`config.mk`:
```
export PLATFORM = sky130hd
export DESIGN_NAME = rr_grant_arbiter_flat
export DESIGN_NICKNAME = d
export VERILOG_FILES = /design/src/rtl/rr_grant_arbiter_if.sv /design/src/rtl/rr_grant_arbiter.sv /design/src/flat_wrapper.sv
export SDC_FILE = /design/constraint.sdc
export NUM_CORES = 1
export LEC_CHECK = 0
export CAP_MARGIN = 20
export CELL_PAD_IN_SITES_DETAIL_PLACEMENT = 1
export CELL_PAD_IN_SITES_GLOBAL_PLACEMENT = 2
export CORE_AREA = 2 2 62 64
export DETAILED_ROUTE_END_ITERATION = 10
export DIE_AREA = 0 0 64 66
export HOLD_SLACK_MARGIN = 0.05
export PLACE_DENSITY = 0.91
export SLEW_MARGIN = 25
export SYNTH_ARGS = -nofsm -noshare
export SYNTH_HDL_FRONTEND = slang
export SYNTH_HIERARCHICAL = 1
export SYNTH_SLANG_ARGS = --single-unit
```
`constraint.sdc`:
```
create_clock -name clk -period 6.1 [get_ports clk]
set_input_delay 0.915 -clock clk [delete_from_list [all_inputs] [get_ports clk]]
set_output_delay 0.915 -clock clk [all_outputs]
set_load 0.05 [all_outputs]
```
`src/rtl/rr_grant_arbiter_if.sv`:
```
// rr_grant_arbiter_if: request/grant bundle between N requesters and the round-robin arbiter.
interface rr_grant_arbiter_if #(parameter int N = 8);
    localparam int IDXW = N > 1 ? $clog2(N) : 1;
    logic [N-1:0]    Req;
    logic            GntReady;
    logic            Flush;
    logic            GntValid;
    logic [N-1:0]    Gnt;
    logic [IDXW-1:0] GntIdx;
    modport master (output Req, GntReady, Flush, input GntValid, Gnt, GntIdx);
    modport slave (input Req, GntReady, Flush, output GntValid, Gnt, GntIdx);
endinterface

```
`src/rtl/rr_grant_arbiter.sv`:
```
// rr_grant_arbiter: registered round-robin arbiter holding a one-hot grant until accepted or flushed.
module rr_grant_arbiter_poh #(parameter int N = 8) (
    input  logic [N-1:0] i_req,
    output logic [N-1:0] o_onehot
);
    assign o_onehot = i_req & (~i_req + N'(1));
endmodule

module rr_grant_arbiter #(parameter int N = 8) (
    input logic           clk,
    input logic           reset,
    rr_grant_arbiter_if.slave bus
);
    localparam int IDXW = N > 1 ? $clog2(N) : 1;
    typedef enum logic {IDLE, GRANT} state_t;
    state_t          r_state, w_state_nxt;
    logic [N-1:0]    r_gnt, r_last, w_gnt_nxt, w_last_nxt;
    logic [N-1:0]    w_base, w_mask, w_pick_m, w_pick_r, w_pick;
    logic [IDXW-1:0] w_idx;
    logic            w_accept;
    // On accept the mask must already reflect the grant being retired this cycle.
    assign w_accept = (r_state == GRANT) && bus.GntReady && !bus.Flush;
    assign w_base   = w_accept ? r_gnt : r_last;
    assign w_mask   = ~(w_base | (w_base - N'(1)));
    rr_grant_arbiter_poh #(.N(N)) u_poh_masked (.i_req(bus.Req & w_mask), .o_onehot(w_pick_m));
    rr_grant_arbiter_poh #(.N(N)) u_poh_raw (.i_req(bus.Req), .o_onehot(w_pick_r));
    assign w_pick = |w_pick_m ? w_pick_m : w_pick_r;
    always_comb begin
        w_state_nxt = r_state;
        w_gnt_nxt   = r_gnt;
        w_last_nxt  = r_last;
        if (r_state == IDLE) begin
            if (!bus.Flush && |bus.Req) begin
                w_gnt_nxt   = w_pick;
                w_state_nxt = GRANT;
            end
        end else if (bus.Flush) begin
            w_gnt_nxt   = '0;
            w_state_nxt = IDLE;
        end else if (bus.GntReady) begin
            w_last_nxt  = r_gnt;
            w_gnt_nxt   = w_pick;
            w_state_nxt = |w_pick ? GRANT : IDLE;
        end
    end
    always_ff @(posedge clk or posedge reset) begin
        if (reset) begin
            r_state <= IDLE;
            r_gnt   <= '0;
            r_last  <= N'(1) << (N - 1);
        end else begin
            r_state <= w_state_nxt;
            r_gnt   <= w_gnt_nxt;
            r_last  <= w_last_nxt;
        end
    end
    always_comb begin
        w_idx = '0;
        for (int i = 0; i < N; i++)
            if (r_gnt[i]) w_idx = w_idx | IDXW'(i);
    end
    assign bus.GntValid = (r_state == GRANT);
    assign bus.Gnt      = r_gnt;
    assign bus.GntIdx   = w_idx;
    assert property (@(posedge clk) disable iff (reset)
        $onehot0(r_gnt) && (bus.GntValid == |r_gnt) &&
        (r_gnt == (bus.GntValid ? N'(1) << w_idx : N'(0))));
endmodule
```
`src/flat_wrapper.sv`:
```
// flat-port wrapper written by rule: the top's interface ports become plain ports
module rr_grant_arbiter_flat 
#(parameter int N = 8)
  (clk, reset, bus_Req, bus_GntReady, bus_Flush, bus_GntValid, bus_Gnt, bus_GntIdx);
  rr_grant_arbiter_if #(.N(N)) bus_i ();
  input logic clk;
  input logic reset;
  input wire logic [$bits(bus_i.Req)-1:0] bus_Req;
  input wire logic [$bits(bus_i.GntReady)-1:0] bus_GntReady;
  input wire logic [$bits(bus_i.Flush)-1:0] bus_Flush;
  output wire logic [$bits(bus_i.GntValid)-1:0] bus_GntValid;
  output wire logic [$bits(bus_i.Gnt)-1:0] bus_Gnt;
  output wire logic [$bits(bus_i.GntIdx)-1:0] bus_GntIdx;
  assign bus_i.Req = bus_Req;
  assign bus_i.GntReady = bus_GntReady;
  assign bus_i.Flush = bus_Flush;
  assign bus_GntValid = bus_i.GntValid;
  assign bus_Gnt = bus_i.Gnt;
  assign bus_GntIdx = bus_i.GntIdx;
  rr_grant_arbiter #(.N(N)) u_core (.clk(clk), .reset(reset), .bus(bus_i));
endmodule
```
# Word-level counts from Yosys, hierarchy flattened
# Cells that the tools add are included.
[word_totals]
reg_bits = 17
elab_cells = 43
[classes]
add_sub_neg = 3
n_eq_ne = 1
mux = 18
bitwise_logic = 8
n_reduce_logical = 10
[ops]
columns = ["operator", "count"]
rows = [
  ["two-way mux 8 bit", 6],
  ["bitwise AND 8 bit", 3],
  ["NOT 8 bit", 3],
  ["OR reduction 8 bit", 3],
  ["adder 8 x 1 -> 8 bit, second input constant", 2],
  ["two-way mux 3 bit", 4],
  ["OR 8 bit", 1],
  ["subtractor 8 x 1 -> 8 bit, second input constant", 1],
  ["two-way mux 1 bit", 6],
  ["two-way mux 2 bit", 2],
  ["logical AND 1 bit", 3],
  ["!= test 3 bit, second input constant", 1],
  ["AND reduction 3 bit", 1],
  ["AND reduction 2 bit", 1],
  ["nonzero test 2 bit", 1],
  ["zero test 1 bit", 1],
  ["NOT 1 bit", 1],
]

# Longest topological paths before layout
# Gate-level depths: netlist of run 1.
[logic_depth]
depth_word = 17
ltp_mapped = 11
depth_no_buf = 10

# Hierarchy
# Netlist of run 1, hierarchy kept.
[by_module_without_submodules]
columns = ["module", "n_inst", "cells_per_inst", "area_each_um2", "seq_area_each_um2"]
rows = [
  ["rr_grant_arbiter", 1, 91, 996.0, 426.7],
  ["rr_grant_arbiter_poh", 2, 10, 83.8, 0.0],
]

# Worst setup path after synthesis of run 1
# Ideal clock, no wire load.
[synth_timing]
kind = "input port to flip-flop"
from = "in bus_Flush"
to = "reg u_core.r_gnt[3], in the netlist u_core/bus.Gnt[3]"
setup_ns = 0.078
arrival_ns = 3.025
required_time_ns = 6.022
path_slack_ns = 2.997
path_stages = 9
path_buffers = 0
path_cell_list = "nand3b_4 > mux2_2 > nor3b_1 > nor4_2 > and3b_2 > or4_4 > nor2_4 > a21oi_1 > o2bb2ai_1"
[synth_via]
elab_chain_cells = 15
elab_cells_between_ends = 20
classes_between = "2 x add/sub; 1 x eq/ne; 6 x mux; 5 x bitwise; 6 x reduce/logical"
[synth_rtl]
columns = ["element", "line_no", "source"]
rows = [
  ["from (decl)", "flat_wrapper.sv:10", "input wire logic [$bits(bus_i.Flush)-1:0] bus_Flush;"],
  ["zero test 1 bit (*)", "rr_grant_arbiter.sv:22", "assign w_accept = (r_state == GRANT) && bus.GntReady && !bus.Flush;"],
  ["logical AND 1 bit (*)", "rr_grant_arbiter.sv:22", ""],
  ["two-way mux 8 bit (*)", "rr_grant_arbiter.sv:23", "assign w_base = w_accept ? r_gnt : r_last;"],
  ["subtractor 8 x 1 -> 8 bit", "rr_grant_arbiter.sv:24", "assign w_mask = ~(w_base | (w_base - N'(1)));"],
  ["OR 8 bit (*)", "rr_grant_arbiter.sv:24", ""],
  ["NOT 8 bit (*)", "rr_grant_arbiter.sv:24", ""],
  ["bitwise AND 8 bit (*)", "rr_grant_arbiter.sv:25", "rr_grant_arbiter_poh #(.N(N)) u_poh_masked (.i_req(bus.Req & w_mask), .o_onehot(w_pick_m));"],
  ["NOT 8 bit", "rr_grant_arbiter.sv:6", "assign o_onehot = i_req & (~i_req + N'(1));"],
  ["adder 8 x 1 -> 8 bit", "rr_grant_arbiter.sv:6", ""],
  ["bitwise AND 8 bit (*)", "rr_grant_arbiter.sv:6", ""],
  ["named net u_core.w_pick_m[5]", "rr_grant_arbiter.sv:18", "logic [N-1:0] w_base, w_mask, w_pick_m, w_pick_r, w_pick;"],
  ["OR reduction 8 bit (*)", "rr_grant_arbiter.sv:27", "assign w_pick = |w_pick_m ? w_pick_m : w_pick_r;"],
  ["two-way mux 8 bit (*)", "rr_grant_arbiter.sv:27", ""],
  ["two-way mux 8 bit", "rr_grant_arbiter.sv:40", "end else if (bus.GntReady) begin"],
  ["two-way mux 8 bit", "rr_grant_arbiter.sv:37", "end else if (bus.Flush) begin"],
  ["two-way mux 8 bit (*)", "rr_grant_arbiter.sv:32", "if (r_state == IDLE) begin"],
  ["to (signal assigned)", "rr_grant_arbiter.sv:53", "r_gnt <= w_gnt_nxt;"],
  ["to (decl)", "rr_grant_arbiter.sv:17", "logic [N-1:0] r_gnt, r_last, w_gnt_nxt, w_last_nxt;"],
]
# Mark *: on every way through the listed nets, which the timed path passes. The rest lies on a longest branch. The select of a mux whose other input is x is not followed.
# A chain may end at the register's enable or synchronous reset.

# Worst setup path after layout of run 1
[layout_timing]
from = "in bus_Flush"
to = "reg u_core.r_gnt[4], in the netlist u_core/bus.Gnt[4]"
# The elaborated chain is that of the path after synthesis.

==> metrics.txt, run 1 <==
status=finished clean; Yosys reg bits=17; Num CTS Buffers=3; drt drc=0; I/O Pins=24; clock buffer depth=2; Synth area leaders=dfrtp_1 34%, o2bb2ai_1 6.0%, mux2_2 4.8%; Post-synth EDFFs=0; H-tree depth=1; Post-Syn Instances=between 100 and 150; Crit. Startpoint=bus_Flush; Max Clk Rate=approximately 260 MHz; number of global-route vias before repair=about 1100; Core Region=between 3000 and 4000 um^2; GRT Overall Usage=~17%; Slew @ Worst Pin=between 0.6 and 0.7 ns; Layout Cells excl Fill=186; Fill cells=between 400 and 500; antenna viol nets, final=0; Root Buffer=clkbuf_4; Hold Buf Count CTS=0; post-CTS sizing=0; CP arrival=about 4 ns; WP data required=6.31 ns; R2R setup slack=between 3 and 4 ns; # rows=22; top-count cell post-synth=dfrtp_1; crit share post-route=62.1%; R2R cell count=9; DP Wirelength=between 2 and 3 mm; synth cell count leaders=16 x dfrtp_1, 9 x inv_1, 8 x a21oi_1, 8 x o2bb2ai_1, 6 x nor2_1; top cell type's share of synthesized area=34.4%; critical path launch point type=primary input; DIE HEIGHT=between 60 and 70 um; die area=~4200 um^2; RR Startpoint=u_core/bus.GntValid$_DFF_PP0_; Pwr Density=approximately 270 nW/um^2; routed len/inst=around 18 um; r2r endpoint=u_core/bus.Gnt[4]$_DFFE_PP0P_; Vias=between 1000 and 1500; clk_skew=roughly 0.0034 ns; Vias/cell=5.58; setup TNS=0 ns; CP Class=in -> reg; synth-to-layout area growth=25.3%; Synth area leader=dfrtp_1; CTS sink count=17; Final Max Tran Viols=0; total routed wirelength=3.29 mm; Pleak=approximately 0.64 nW; global-route wire length before repair=5.64 mm; min-delay worst type=reg -> reg; CP endpoint kind=register; Pre-Repair DR Iteration Count=4; Tmin final=approximately 3.8 ns; initial antenna violation count=0; Clk Latency, worst-skew pair=around 0.29 ns; CTS tree=yes; yosys warns=6; total gr overflow=0; sequential-to-total area share from yosys stat=a little under two fifths; Hold Path Depth=1; Initial Utilization=between 30 and 40%; top_reg_cell synth=dfrtp_1; CTS clk-pin slew, worst paths=0.10 ns; Rel. slew slack=55.3%; Fin. Hold Viols=0; DP Cell Count=182; nets=~150; Post-Syn Area per Cell=roughly 10 um^2; max-cap violations=0; largest net degree at the start of global routing=18; share of layout cells above drive strength 1=about a quarter; RD Place Congestion=about 0.83; Post-CTS Setup Inserts=0; Ant. Diodes=0; worst-path maximum fanout=16; Synth Cell Area=~1200 um^2; Worst setup endpoint=u_core/bus.Gnt[4]$_DFFE_PP0P_; async set-reset flop share out of synthesis=between 90% and 100%; iteration-0 DRC count of the detailed router=22; Distinct cells, synth=41; Final setup viols=0; chip width=around 64 um; Worst VDD drop=0.101 mV; unrepaired setup endpoints after global routing=false; IO buf count=23
==> power by group <==
| group | total, W | leakage [nW] | internal, W | switching (W) |
|---|---|---|---|---|
| sequential | 0.000145 | 0.226 | 0.000127 | 0.0000176 |
| clock | 0.0000636 | 0.0150 | 0.0000254 | 0.0000382 |
| combinational | 0.000191 | 0.400 | 0.0000766 | 0.000114 |
| total | 0.000399 | 0.640 | 0.000229 | 0.000170 |
==> stage by stage <==
stage	utilization, %	setup slack, ns	hold WS [ns]	total power (W)	area (um^2)
floorplan	-	3.00	0.484	0.000278	1180
global placement	40.3	2.13	0.498	0.000330	1430
detailed placement	40.3	2.00	0.515	0.000337	1430
CTS	41.1	2.32	0.540	0.000401	1460
global route	41.1	2.10	0.575	0.000424	1460
finish	41.1	2.31	0.536	0.000399	1460
==> flip-flops by register name (all words and copies together) (netlist names) <==
| signal | count |
|---|---|
| u_core/bus.Gnt | 8 |
| u_core/r_last | 8 |
| u_core/bus.GntValid | 1 |
==> final cells by class <==
| type | instances | area, um^2 | share of cell area [%] |
|---|---|---|---|
| Timing Repair Buffer | 23 | 230 | 15.8 |
| Multi-Input combinational cell | 84 | 677 | 46.4 |
| Sequential cell | 17 | 427 | 29.3 |
| Inverter | 10 | 37.5 | 2.58 |
| Tap cell | 48 | 60.1 | 4.12 |
| Clock buffer | 4 | 26.3 | 1.80 |
==> kinds of logic after synthesis <==
family | after synthesis | synth area share, %
buffers and inverters | 14 | 6.45
multiplexers | 8 | 7.96
flip-flops | 17 | 36.7
AO/OA/AOI/OAI | 26 | 17.6
other | 1 | 0.322
AND/OR/NAND/NOR | 45 | 31.0
==> critical path: stages <==
cell and delay [ns]:
clkdlybuf4s50_1 0.54, nand3b_4 0.31, mux2_2 0.39, nor3b_1 0.41
nor4_2 0.13, and3b_2 0.24, or4_4 0.53, nor2_4 0.24
a21oi_1 0.12, o2bb2ai_1 0.17
==> how the worst min path moves through the flow <==
stage                                             from                      endpoint  slack (ns)
after global routing      u_core/r_last[2]$_DFFE_PP0P_  u_core/r_last[2]$_DFFE_PP0P_        0.57
after floorplan           u_core/r_last[6]$_DFFE_PP0P_  u_core/r_last[6]$_DFFE_PP0P_        0.48
after detailed placement  u_core/r_last[2]$_DFFE_PP0P_  u_core/r_last[2]$_DFFE_PP0P_        0.51
final                     u_core/r_last[2]$_DFFE_PP0P_  u_core/r_last[2]$_DFFE_PP0P_        0.54
after CTS                 u_core/r_last[2]$_DFFE_PP0P_  u_core/r_last[2]$_DFFE_PP0P_        0.54
after global placement    u_core/r_last[6]$_DFFE_PP0P_  u_core/r_last[6]$_DFFE_PP0P_        0.50
==> metal layers <==
metal,vias up,share of wire (%),track usage (%)
met4,0,1.2,5.98
met1,534,43,20.1
met5,-,0,0
met2,16,54,32.6
li1,483,-,-
met3,4,1.9,1.70
==> placed cells by master, fill, tap and decap left out, drive strengths merged, types with 4 or more instances in the layout <==
| cell | synthesis | routed |
|---|---|---|
| clkdlybuf4s50 | 0 | 23 |
| dfrtp | 16 | 16 |
| inv | 10 | 10 |
| a21oi | 8 | 8 |
| o2bb2ai | 8 | 8 |
| or4 | 8 | 8 |
| nor2 | 7 | 7 |
| mux2 | 7 | 7 |
| conb | 1 | 5 |
| nor4 | 5 | 5 |
| nor3b | 4 | 4 |
| clkbuf | 0 | 4 |
| nor3 | 4 | 4 |
| and3 | 4 | 4 |
No activity file was read; power rests on OpenSTA's default activity.
==> run 2: changes to the inputs <==
--- a/config.mk
+++ b/config.mk
@@ -8,11 +8,11 @@
 export CAP_MARGIN = 20
 export CELL_PAD_IN_SITES_DETAIL_PLACEMENT = 1
 export CELL_PAD_IN_SITES_GLOBAL_PLACEMENT = 2
-export CORE_AREA = 2 2 62 64
+export CORE_AREA = 2 2 68 70
 export DETAILED_ROUTE_END_ITERATION = 10
-export DIE_AREA = 0 0 64 66
+export DIE_AREA = 0 0 70 72
 export HOLD_SLACK_MARGIN = 0.05
-export PLACE_DENSITY = 0.91
+export PLACE_DENSITY = 0.81
 export SLEW_MARGIN = 25
 export SYNTH_ARGS = -nofsm -noshare
 export SYNTH_HDL_FRONTEND = slang
==> constraint.sdc (replaced) <==
create_clock -name clk -period 3.38 [get_ports clk]
set_input_delay 0.507 -clock clk [delete_from_list [all_inputs] [get_ports clk]]
set_output_delay 0.507 -clock clk [all_outputs]
set_load 0.05 [all_outputs]
==> metrics.txt, run 2 (synthesis gave the netlist of run 1 again) <==
die area=5040 um^2 (+19%); largest net degree at the start of global routing=18 (unchanged); IO buf count=23 (unchanged); CTS tree=yes; Seq pwr share=34.2% (-2.0 points); Max Clk Rate=319 MHz; DIE HEIGHT=72 um (+9.1%); CP Class=in -> reg; Initial Utilization=27.3% (-5.5 points); Design Area, Final=1510 um^2 (+3.7%); Ant. Diodes=0 (unchanged); Final setup viols=0 (unchanged); worst hold slack=0.539 ns (+0.00284 ns); drt drc=0 (unchanged); Gate power share=45.5% (-2.4 points); CTS clk-pin slew, worst paths=0.07 ns (-0.03 ns); total routed wirelength=3.21 mm (-2.5%); Worst VDD drop=0.214 mV (+110%); total gr overflow=0 (unchanged); CP arrival=3.31 ns (-0.69 ns); Pint=0.000455 W (+99%); Tmin final=about 3.1 ns; Core Region=4260 um^2 (+20%); nets=155 (+2.6%); switching share of power=40.1% (-2.6 points); worst-path maximum fanout=12 (-4); number of global-route vias before repair=1055 (-6.0%); min-delay worst type=reg -> reg; RD Place Congestion=0.815 (-2.1%); setup TNS=0 ns (unchanged); Pwr Density=502 nW/um^2 (+83%); critical path launch point type=primary input; CP max stage delay=0.56 ns (+0.02 ns); WP data required=3.55 ns (-2.76 ns); Clk Latency, worst-skew pair=0.25 ns (-0.04 ns); max-cap violations=0 (unchanged); Vias=1034 (-0.29%); Root Buffer=clkbuf_8; Num CTS Buffers=3 (unchanged); Psw=0.000304 W (+79%); Clock power frac=20.2% (+4.3 points); critical path, cell by cell=clkdlybuf4s50_1 > nand3b_4 > mux2_2 > nor3b_1 > nor4_2 > and2_2 > or4_4 > nor2_4 > a21oi_1 > o2bb2ai_1; Fill cells=493 (+19%); CP max-delay cell=clkdlybuf4s50_1; clk_skew=0.00264 ns (-0.000790 ns); Post-DP Area=1470 um^2 (+2.4%); antenna viol nets, final=0 (unchanged); CP endpoint kind=register; DP Wirelength=2.52 mm (-3.4%); most common cell after layout, fill and taps aside=clkdlybuf4s50_1; H-tree depth=1 (unchanged); chip width=70 um (+9.4%); Pleak=0.667 nW (+4.1%); iteration-0 DRC count of the detailed router=55 (+150%); status=finished clean; Post-CTS Setup Inserts=0 (unchanged); Fin. Hold Viols=0 (unchanged); Pre-Repair DR Iteration Count=4 (unchanged); initial antenna violation count=0 (unchanged); unrepaired setup endpoints after global routing=false; clock buffer depth=2 (unchanged); crit share post-route=slightly above 90%; global-route wire length before repair=5.31 mm (-5.9%); synth-to-layout area growth=29.9%; routed len/inst=16.5 um (-6.5%); # rows=24 (+9.1%); most frequent cells in the layout=23 x clkdlybuf4s50_1, 16 x dfrtp_1, 9 x inv_1, 8 x a21oi_1, 8 x o2bb2ai_1; GRT Overall Usage=13.2% (-4.0 points); Hold Buf Count CTS=0 (unchanged); share of layout cells above drive strength 1=26.1% (+2.1 points); Vias/cell=5.33 (-4.4%); Final Max Tran Viols=0 (unchanged); I/O Pins=24 (unchanged); post-CTS sizing=0 (unchanged); CTS sink count=17 (unchanged); Slew @ Worst Pin=0.712 ns (+0.0424 ns); Rel. slew slack=52.5% (-2.8 points)
## run 2: cell count changes in the layout (fill, tap and decap cells not counted)
cell      before  now
clkbuf_8       0    3
clkbuf_4       3    0
buf_4          0    4
## run 2: power by group through the flow
stage	Combinational [W]	Sequential, W	Clock [W]
detailed placement	0.000346	0.000265	0
finish	0.000346	0.000260	0.000154
global route	0.000371	0.000265	0.000171
global placement	0.000339	0.000263	0
floorplan	0.000207	0.000294	0
CTS	0.000347	0.000260	0.000161
## run 2: worst max-delay path: cells and delay by family
kind | cells | cell delay (ns)
buffers and inverters | 1 | 0.56
multiplexers | 1 | 0.34
AND/OR/NAND/NOR | 6 | 1.62
AO/OA/AOI/OAI | 2 | 0.26
## run 2: stage by stage
| stage | power, W | utilization, % | std cells | worst slack [ns] |
|---|---|---|---|---|
| after floorplan | 0.000501 | - | 115 | 0.455 |
| after global placement | 0.000602 | 34.4 | 190 | 0.0664 |
| after detailed placement | 0.000610 | 34.4 | 190 | -0.0243 |
| after CTS | 0.000768 | 35.4 | 194 | 0.238 |
| after global routing | 0.000807 | 35.4 | 194 | 0.000828 |
| final | 0.000759 | 35.4 | 194 | 0.246 |
## run 2: routing by layer
| metal | share of wire (%) | vias to the layer above | global-route usage [%] |
|---|---|---|---|
| met5 | 0 | - | 0 |
| met4 | 1.0 | 0 | 3.21 |
| met3 | 3.6 | 2 | 1.11 |
| met2 | 47 | 25 | 22.1 |
| met1 | 49 | 523 | 18.7 |
| li1 | - | 484 | - |
## run 2: final cells by class
cell class | count | area [um^2] | share of cell area, %
Multi-Input combinational cell | 84 | 677 | 44.8
Sequential cell | 17 | 427 | 28.2
Timing Repair Buffer | 27 | 260 | 17.2
Tap cell | 52 | 65.1 | 4.30
Clock buffer | 4 | 45.0 | 2.98
Inverter | 10 | 37.5 | 2.48
## run 2: final timing paths
kind,slack (ns),depth (start not counted),from,end
hold / removal,0.54,1,u_core/r_last[5]$_DFFE_PP0P_,u_core/r_last[5]$_DFFE_PP0P_
setup / recovery,0.25,10,bus_GntReady,u_core/bus.Gnt[6]$_DFFE_PP0P_
hold reg to reg,0.54,1,u_core/r_last[5]$_DFFE_PP0P_,u_core/r_last[5]$_DFFE_PP0P_
min in group asynchronous,0.67,2,reset,u_core/r_last[5]$_DFFE_PP0P_
setup reg to reg,0.54,9,u_core/bus.GntValid$_DFF_PP0_,u_core/bus.Gnt[6]$_DFFE_PP0P_
max in group asynchronous,2.26,2,reset,u_core/bus.Gnt[2]$_DFFE_PP0P_
